===== src/rtl/adder_arb_pkg.sv =====
// Shared types and default sizes for the adder arbiter.
//   ADDER_WIDTH  : default operand/sum width
//   ADDER_STAGES : default adder latency (register layers incl. input layer)
//   req_id_t     : requester index (0 = ALU, 1 = address/PC generator)
//   tag_t        : in-flight operation tag {valid, id}
//   rsp_t        : response payload {sum, cout}
package adder_arb_pkg;

  localparam int unsigned ADDER_WIDTH  = 32;
  localparam int unsigned ADDER_STAGES = 4;

  typedef logic req_id_t;

  typedef struct packed {
    logic    valid;
    req_id_t id;
  } tag_t;

  typedef struct packed {
    logic [ADDER_WIDTH-1:0] sum;
    logic                   cout;
  } rsp_t;

endpackage


===== src/rtl/rsp_fifo.sv =====
// Synchronous response FIFO, registered head, no bypass of a same-cycle push.
// Ports:
//   clk, rst   : clock, synchronous active-high reset
//   push, din  : write request and data (ignored when full)
//   pop        : read request (ignored when empty)
//   dout       : head-of-FIFO data
//   full/empty : occupancy flags
module rsp_fifo #(
  parameter int unsigned DEPTH = 4,
  parameter int unsigned DW    = 33
) (
  input  logic          clk,
  input  logic          rst,
  input  logic          push,
  input  logic [DW-1:0] din,
  input  logic          pop,
  output logic [DW-1:0] dout,
  output logic          full,
  output logic          empty
);

  localparam int unsigned PW = (DEPTH > 1) ? $clog2(DEPTH) : 1;
  localparam int unsigned CW = $clog2(DEPTH + 1);

  logic [DW-1:0] mem [DEPTH];
  logic [PW-1:0] wr_ptr;
  logic [PW-1:0] rd_ptr;
  logic [CW-1:0] count;
  logic          push_en;
  logic          pop_en;

  assign full    = (count == CW'(DEPTH));
  assign empty   = (count == '0);
  assign push_en = push && !full;
  assign pop_en  = pop && !empty;
  assign dout    = mem[rd_ptr];

  // Pointer increment with wrap for non-power-of-two depths
  function automatic logic [PW-1:0] ptr_inc(input logic [PW-1:0] p);
    return (p == PW'(DEPTH - 1)) ? '0 : p + PW'(1);
  endfunction

  // Storage, pointers and occupancy
  always_ff @(posedge clk) begin
    if (rst) begin
      mem    <= '{default: '0};
      wr_ptr <= '0;
      rd_ptr <= '0;
      count  <= '0;
    end else begin
      if (push_en) begin
        mem[wr_ptr] <= din;
        wr_ptr      <= ptr_inc(wr_ptr);
      end
      if (pop_en) begin
        rd_ptr <= ptr_inc(rd_ptr);
      end
      count <= count + CW'(push_en) - CW'(pop_en);
    end
  end

endmodule


===== src/rtl/adder_arbiter.sv =====
// Shares one pipelined adder between requester 0 (ALU) and requester 1
// (address/PC generator). One grant per cycle; a tag pipeline matched to the
// adder latency routes each result into its owner's response FIFO. Credits
// bound in-flight + queued results per requester so the unstallable adder
// can never overflow a FIFO.
// Build option: define ADDER_ARB_FIXED_PRIO_EN for fixed priority
// (requester 0 wins); default build is round-robin.
// Ports:
//   clk, rst                       : clock, synchronous active-high reset
//   reqN_valid/ready/a/b/cin       : request handshake and operands (N=0,1)
//   adder_a/b/cin, adder_issue     : adder input layer drive
//   adder_sum, adder_cout          : adder result, STAGES cycles after issue
//   rspN_valid/ready/sum/cout      : response FIFO head and pop handshake
module adder_arbiter
  import adder_arb_pkg::*;
#(
  parameter int unsigned WIDTH     = ADDER_WIDTH,
  parameter int unsigned STAGES    = ADDER_STAGES,
  parameter int unsigned RSP_DEPTH = 4
) (
  input  logic             clk,
  input  logic             rst,
  input  logic             req0_valid,
  output logic             req0_ready,
  input  logic [WIDTH-1:0] req0_a,
  input  logic [WIDTH-1:0] req0_b,
  input  logic             req0_cin,
  input  logic             req1_valid,
  output logic             req1_ready,
  input  logic [WIDTH-1:0] req1_a,
  input  logic [WIDTH-1:0] req1_b,
  input  logic             req1_cin,
  output logic [WIDTH-1:0] adder_a,
  output logic [WIDTH-1:0] adder_b,
  output logic             adder_cin,
  output logic             adder_issue,
  input  logic [WIDTH-1:0] adder_sum,
  input  logic             adder_cout,
  output logic             rsp0_valid,
  input  logic             rsp0_ready,
  output logic [WIDTH-1:0] rsp0_sum,
  output logic             rsp0_cout,
  output logic             rsp1_valid,
  input  logic             rsp1_ready,
  output logic [WIDTH-1:0] rsp1_sum,
  output logic             rsp1_cout
);

  localparam int unsigned CW = $clog2(RSP_DEPTH + 1);
  localparam int unsigned DW = WIDTH + 1;

  logic [CW-1:0] credit0;
  logic [CW-1:0] credit1;
  logic          elig0;
  logic          elig1;
  logic          gnt0;
  logic          gnt1;
  tag_t          tags [STAGES];
  tag_t          tag_out;
  logic          push0;
  logic          push1;
  logic          pop0;
  logic          pop1;
  logic          full0;
  logic          full1;
  logic          empty0;
  logic          empty1;
  logic [DW-1:0] dout0;
  logic [DW-1:0] dout1;

  assign elig0 = req0_valid && (credit0 != '0);
  assign elig1 = req1_valid && (credit1 != '0);

`ifdef ADDER_ARB_FIXED_PRIO_EN
  // Fixed priority: requester 0 wins whenever eligible
  always_comb begin
    gnt0 = 1'b0;
    gnt1 = 1'b0;
    if (!rst) begin
      gnt0 = elig0;
      gnt1 = elig1 && !elig0;
    end
  end
`else
  logic last_grant;

  // Round-robin: on a tie, grant the requester that did not win last
  always_comb begin
    gnt0 = 1'b0;
    gnt1 = 1'b0;
    if (!rst) begin
      if (elig0 && elig1) begin
        gnt0 = last_grant;
        gnt1 = !last_grant;
      end else begin
        gnt0 = elig0;
        gnt1 = elig1;
      end
    end
  end

  // Pointer reset to 1 so requester 0 wins the first tie
  always_ff @(posedge clk) begin
    if (rst) begin
      last_grant <= 1'b1;
    end else if (gnt0 || gnt1) begin
      last_grant <= gnt1;
    end
  end
`endif

  assign req0_ready  = gnt0;
  assign req1_ready  = gnt1;
  assign adder_issue = gnt0 || gnt1;

  // Operand mux to the adder input layer; zero when idle
  always_comb begin
    adder_a   = '0;
    adder_b   = '0;
    adder_cin = 1'b0;
    if (gnt0) begin
      adder_a   = req0_a;
      adder_b   = req0_b;
      adder_cin = req0_cin;
    end else if (gnt1) begin
      adder_a   = req1_a;
      adder_b   = req1_b;
      adder_cin = req1_cin;
    end
  end

  // Owner tags travel alongside the adder pipeline
  always_ff @(posedge clk) begin
    if (rst) begin
      tags <= '{default: '0};
    end else begin
      tags[0] <= {adder_issue, gnt1};
      for (int unsigned i = 1; i < STAGES; i++) begin
        tags[i] <= tags[i-1];
      end
    end
  end

  assign tag_out = tags[STAGES-1];
  assign push0   = tag_out.valid && (tag_out.id == 1'b0) && !full0;
  assign push1   = tag_out.valid && (tag_out.id == 1'b1) && !full1;
  assign pop0    = rsp0_valid && rsp0_ready;
  assign pop1    = rsp1_valid && rsp1_ready;

  // Credits: spent on issue, returned on pop
  always_ff @(posedge clk) begin
    if (rst) begin
      credit0 <= CW'(RSP_DEPTH);
      credit1 <= CW'(RSP_DEPTH);
    end else begin
      credit0 <= credit0 - CW'(gnt0) + CW'(pop0);
      credit1 <= credit1 - CW'(gnt1) + CW'(pop1);
    end
  end

  rsp_fifo #(.DEPTH(RSP_DEPTH), .DW(DW)) u_rsp_fifo0 (
    .clk   (clk),
    .rst   (rst),
    .push  (push0),
    .din   ({adder_sum, adder_cout}),
    .pop   (pop0),
    .dout  (dout0),
    .full  (full0),
    .empty (empty0)
  );

  rsp_fifo #(.DEPTH(RSP_DEPTH), .DW(DW)) u_rsp_fifo1 (
    .clk   (clk),
    .rst   (rst),
    .push  (push1),
    .din   ({adder_sum, adder_cout}),
    .pop   (pop1),
    .dout  (dout1),
    .full  (full1),
    .empty (empty1)
  );

  assign rsp0_valid             = !empty0;
  assign rsp1_valid             = !empty1;
  assign {rsp0_sum, rsp0_cout}  = dout0;
  assign {rsp1_sum, rsp1_cout}  = dout1;

endmodule


===== config.mk =====
export PLATFORM = sky130hd
export DESIGN_NAME = adder_arbiter
export DESIGN_NICKNAME = d
export VERILOG_FILES = /design/src/rtl/adder_arb_pkg.sv /design/src/rtl/rsp_fifo.sv /design/src/rtl/adder_arbiter.sv
export SDC_FILE = /design/constraint.sdc
export NUM_CORES = 1
export LEC_CHECK = 0
export CAP_MARGIN = 20
export CORE_ASPECT_RATIO = 0.6
export CORE_MARGIN = 2
export CORE_UTILIZATION = 25
export DETAILED_ROUTE_END_ITERATION = 6
export GPL_ROUTABILITY_DRIVEN = 1
export SLEW_MARGIN = 30
export SYNTH_ARGS = -nofsm -noshare
export SYNTH_HDL_FRONTEND = slang
export SYNTH_SLANG_ARGS = --single-unit

===== constraint.sdc =====
create_clock -name clk -period 2.83 [get_ports clk]
set_input_delay 0.4245 -clock clk [delete_from_list [all_inputs] [get_ports clk]]
set_output_delay 0.4245 -clock clk [all_outputs]
set_load 0.01 [all_outputs]

* Word level (Yosys, flattened, before mapping)
Cells that the tools add are included.
** Word-level totals
- Register bits :: 293
- Logic and storage cells :: 105
** Operators by class
- Add/subtract/negate cells :: 12
- $lt $le $gt $ge :: 6
- Equality and inequality tests :: 6
- Multiplexer cells :: 26
- Bitwise gates (word level) :: 5
- Reduce and logical (&&, ||, !) cells :: 25
** Operator list (count)
- 132-bit bitwise mux :: 2
- 33-bit two-way mux :: 6
- 33-bit binary-select mux with 2-bit select :: 2
- 33-bit demux with 2-bit select :: 2
- 32-bit two-way mux :: 4
- 1-bit logical AND :: 15
- 3-bit by 1-bit adder with 3-bit output :: 4
- 3-bit greater-or-equal comparator, second input constant :: 4
- 2-bit inverter with 3-bit output :: 4
- 3-bit by 1-bit subtractor with 3-bit output :: 4
- 2-bit by 1-bit adder with 2-bit output, second input constant :: 4
- 2-bit == test, second input constant :: 4
- 2-bit two-way mux :: 4
- 3-bit == test, second input constant :: 2
- 3-bit logical NOT :: 2
- 3-bit by 1-bit < comparator with 1-bit output, second input constant :: 2
- 1-bit two-way mux :: 6
- 3-bit nonzero test :: 2
- 1-bit logical NOT :: 5
- 1-bit logical OR :: 1
- 1-bit inverter :: 1

* Logic depth before layout (Yosys ltp)
- Depth in word-level cells :: 7
- Mapped depth :: 13
- Gate-level depth less buffers :: 10

* Hierarchy
A second synthesis with hierarchy kept.
** Unflattened totals
- Cell total of the unflattened synthesis :: 1395
- Area total of the unflattened synthesis :: 14305.0 µm²
** By module, submodules not included
- rsp_fifo at u_rsp_fifo0 :: times used 1, cells each 552, area an instance 6032.0 µm²
- rsp_fifo at u_rsp_fifo1 :: times used 1, cells each 551, area an instance 6032.0 µm²
- adder_arbiter :: times used 1, cells each 292, area an instance 2240.9 µm²

* Worst setup path after synthesis
Ideal clock, no wire load.
- Path kind :: input to register
- Start point :: input port rst
- End point :: register credit0[2]
- Arrival :: 2652 ps
- Data required time :: 2713 ps
- Slack :: 61 ps
- Cell stages on the path :: 13
- Path through :: buf_2 > buf_4 > buf_6 > buf_4 > clkbuf_1 > nor3_1 > ha_1 > inv_1 > ha_1 > inv_1 > fa_1 > xnor2_1 > nand2b_1
** Between the ends
- Cells in the longest elaborated chain, start to end :: 3
** Ends and longest elaborated chain
- from (decl) :: line adder_arbiter.sv:22 : input logic rst,
- 1-bit two-way mux :: line adder_arbiter.sv:91 : if (!rst) begin
- via req0_ready :: line adder_arbiter.sv:24 : output logic req0_ready,
- 3-bit by 1-bit subtractor with 3-bit output :: line adder_arbiter.sv:156 : credit0 <= credit0 - CW'(gnt0) + CW'(pop0);
- 3-bit by 1-bit adder with 3-bit output :: line adder_arbiter.sv:156
- to (signal assigned) :: line adder_arbiter.sv:153 : credit0 <= CW'(RSP_DEPTH);
- to (signal assigned) :: line adder_arbiter.sv:156
- to (decl) :: line adder_arbiter.sv:52 : logic [CW-1:0] credit0;
The timed path passes the listed nets, and every way through them passes these cells.
A chain may end at the register's enable or synchronous reset.

* Worst setup path after layout
- Start point :: register credit0[1]
- End point :: output port adder_a[2]
** Between the ends
- Cells in the longest elaborated chain, start to end :: 7
- Elaborated cells on any way between the ends :: 9
- Those cells by class :: 6 x mux; 3 x reduce/logical
** Ends and longest elaborated chain
- 3-bit nonzero test * :: line adder_arbiter.sv:71 : assign elig0 = req0_valid && (credit0 != '0);
- 1-bit logical AND * :: line adder_arbiter.sv:71
- 1-bit logical AND :: line adder_arbiter.sv:92 : if (elig0 && elig1) begin
- 1-bit two-way mux :: line adder_arbiter.sv:92
- 1-bit two-way mux :: line adder_arbiter.sv:91
- 32-bit two-way mux :: line adder_arbiter.sv:125 : end else if (gnt1) begin
- 32-bit two-way mux * :: line adder_arbiter.sv:121 : if (gnt0) begin
- to (decl) :: line adder_arbiter.sv:33 : output logic [WIDTH-1:0] adder_a,
Every way passes the cells marked *; elsewhere a longest branch is shown, timed or not.

==> flow_summary.json <==
{
  "rsz0062_at_grt": "yes",
  "worst_slack_ns": 0.05794,
  "status": "finished clean",
  "max_stage_delay_ns": 0.42,
  "finalHoldViolCount": 0,
  "synth-edff-count": 0,
  "yosysMostFrequentCell": "nand2b_1",
  "drc": 0,
  "regArea_mm2": 0.005879,
  "path_cells": "or3_4 -> a31o_4 -> buf_12 -> o32ai_2 -> clkdlybuf4s15_2",
  "vdd.ir_drop.worst_uv": 360.2,
  "via_per_inst": 4.381,
  "syn_avg_cell_area_um2": 11.06,
  "yosys.area.top_type": "dfxtp_1",
  "drv_cap": 0,
  "critPathArrivalTime_ns": 2.35,
  "wl_per_cell_um": 18.22,
  "final_nets": 1800,
  "rows": 70,
  "die_area_mm2": 0.06323,
  "synth_cell_types": 44,
  "fin_skew_ns": 0.01433,
  "worst_pin_slew_ns": 0.9703,
  "end_kind": "output port",
  "design_power_total_w": 0.01111,
  "io_buffers": 304,
  "period_minus_slack_ns": 2.772,
  "synth-main-ff-cell": "dfxtp_1",
  "layout-drive-gt1-share_pct": 16.13,
  "ys_top_cells_by_count": "nand2b_1, dfxtp_1, mux2i_1, inv_1, mux4_2",
  "synth-warning-count": 0,
  "min_path_cells": 2,
  "netlist_instances": 1383,
  "worst_slew_margin_rel_pct": 35.31,
  "worstPathMaxFanout": 37,
  "fillers": 6068,
  "clock-sinks": 293,
  "slew_violations": 0,
  "ant_nets": 0,
  "first_iter_violations": 518,
  "gp_congestion": 0.9249,
  "core_mm2": 0.06070,
  "io_pins": 305,
  "grt_pass1_vias": 11080,
  "initial_core_util_pct": 25.20,
  "clk_latency_ns": 0.56,
  "synth_nets": 1573,
  "grt_pass1_wl_mm": 68.43,
  "cpMaxStageDelayCell": "or3_4",
  "root_buffer": "clkbuf_16",
  "fin_area_mm2": 0.01990,
  "ctsHoldBuffers": 0,
  "dr.pass1.iters": 5,
  "synth_async_sr_flop_share_pct": 0,
  "die_h_um": 195.6,
  "htreeDepth": 1,
  "seqPwrFrac_pct": 39.9,
  "cts_buffers": 30,
  "ys_seq_elements": 293,
  "path_class": "register to output port",
  "fmax_mhz": 360.7,
  "p_clk_share_pct": 36.5,
  "area_growth_pct": 30.12,
  "power.internal_w": 0.007950,
  "antenna_found_initial": 4,
  "worstSetupStartpointType": "register",
  "min_period_over_period_pct": 97.95,
  "dp_slack_ns": -0.04975,
  "cts_max_path_buffers": 3,
  "clk_pin_slew_ns": 0.07,
  "reg2reg_depth": 11,
  "multi_input_area_mm2": 0.008339,
  "track_usage_pct": 13.95,
  "die_w_um": 323.3,
  "dpl.hpwl_mm": 30.57,
  "place_area_mm2": 0.01901,
  "drt-total-wl_mm": 44.80,
  "cellLeakagePower_nw": 8.625,
  "comb_power_share_pct": 23.6,
  "cts_tree": "yes",
  "grt_max_degree": 187,
  "seq_area_frac_synth_pct": 38.35,
  "synthTopCellsByArea": "dfxtp_1, mux2i_1, nand2b_1, mux4_2, o32ai_2",
  "p_switching_w": 0.003161,
  "crit_required_ns": 2.41,
  "synth_top_area_share_pct": 38.35,
  "worstHoldPathType": "primary input to register",
  "power.density_mw_per_mm2": 558.4,
  "syn-cell-area_mm2": 0.01529,
  "setup_viol": 0,
  "via_count": 10770,
  "grt_overflow": 0,
  "swShare_pct": 28.45
}
[path summary, 6_finish.rpt]
kind,slack [ns],end,startpoint
setup / recovery,0.06,adder_a[2],credit0[1]$_SDFF_PP0_
hold reg to reg,0.45,tags[4]$_SDFF_PP0_,tags[6]$_SDFF_PP0_
setup reg to reg,0.59,credit0[2]$_SDFF_PP1_,credit1[1]$_SDFF_PP0_
hold / removal,0.23,credit1[1]$_SDFF_PP0_,rst
[power by group through the flow]
stage          registers (W)  clock network (W)  logic, W
3_3_place_gp         0.00455                  0   0.00264
4_1_cts              0.00444            0.00418   0.00268
5_1_grt              0.00447            0.00437   0.00284
2_1_floorplan        0.00441                  0   0.00170
3_5_place_dp         0.00455                  0   0.00269
6_report             0.00444            0.00405   0.00262
[per-stage QoR]
stage / cells / setup TNS, ns / util (%) / hold slack (ns)
2_1_floorplan: 1383 / 0 / - / 0.4138
3_3_place_gp: 2403 / -0.03092 / 31.32 / 0.4302
3_5_place_dp: 2403 / -0.6973 / 31.32 / 0.4398
4_1_cts: 2458 / -0.001295 / 32.98 / 0.1984
5_1_grt: 2458 / -0.01602 / 32.78 / 0.2167
6_report: 2459 / 0 / 32.79 / 0.2284
[layout make-up]
class                   instances  area share, %
diodes                          1        0.01258
clock buffers                  42          4.257
clock inverters                10         0.6979
inverters                      82          1.547
multi-input cells             864          41.91
flip-flops and latches        293          29.55
well taps                     828          5.206
repair buffers                339          16.83
[per-layer routing]
metal / vias up / track usage (%) / share of wire (%)
met5: - / 0 / 0.094
met4: 6 / 2.481 / 1.4
met3: 52 / 2.894 / 3.7
li1: 5178 / - / -
met1: 5395 / 19.62 / 49
met2: 142 / 22.14 / 46
[kinds of logic after synthesis]
kind of cell	count (synthesis)	share of synthesized area, %
buffers and inverters	226	7.437
muxes	332	27.13
and+or+nand+nor	417	17.52
adders and majority gates	21	1.914
xor gates and xnor gates	9	0.5155
DFF	293	38.35
AOI/OAI and AO/OA	85	7.126
[sequential cells by signal (all words and copies together), names as in the netlist]
name                cells
u_rsp_fifo1.rd_ptr      2
u_rsp_fifo0.rd_ptr      2
u_rsp_fifo0.count       3
u_rsp_fifo1.count       3
tag_out                 2
credit1                 3
tags                    6
credit0                 3
last_grant              1
u_rsp_fifo1.wr_ptr      2
u_rsp_fifo1.mem       132
u_rsp_fifo0.mem       132
u_rsp_fifo0.wr_ptr      2
[placed cells by master, fill, tap and decap left out, types with 11 or more instances in the layout]
master,count
o32ai_2,54
o32ai_1,11
mux4_2,66
mux2i_1,266
dlygate4sd2_1,13
clkdlybuf4s50_1,236
buf_4,17
nand2b_1,364
dfxtp_1,288
clkbuf_16,31
clkdlybuf4s15_1,11
inv_1,82
nor2b_1,13
clkbuf_2,33
ha_1,17
buf_12,16
[repair_timing]
action / 4_1_cts / 5_1_grt
endpoints found under the setup margin: 116 / 72
setup buffers: 3 / 0
pin swaps: 0 / 0
resized for setup: 116 / 63
gates cloned: 0 / 0
[critical path: cells and delay by family (launching register included)]
family | cells | cell delay, ns
compound gates | 2 | 0.54
simple gates | 1 | 0.42
buf+inv | 2 | 0.45
flops | 1 | 0.35
Power figures use the tool's default switching activity.
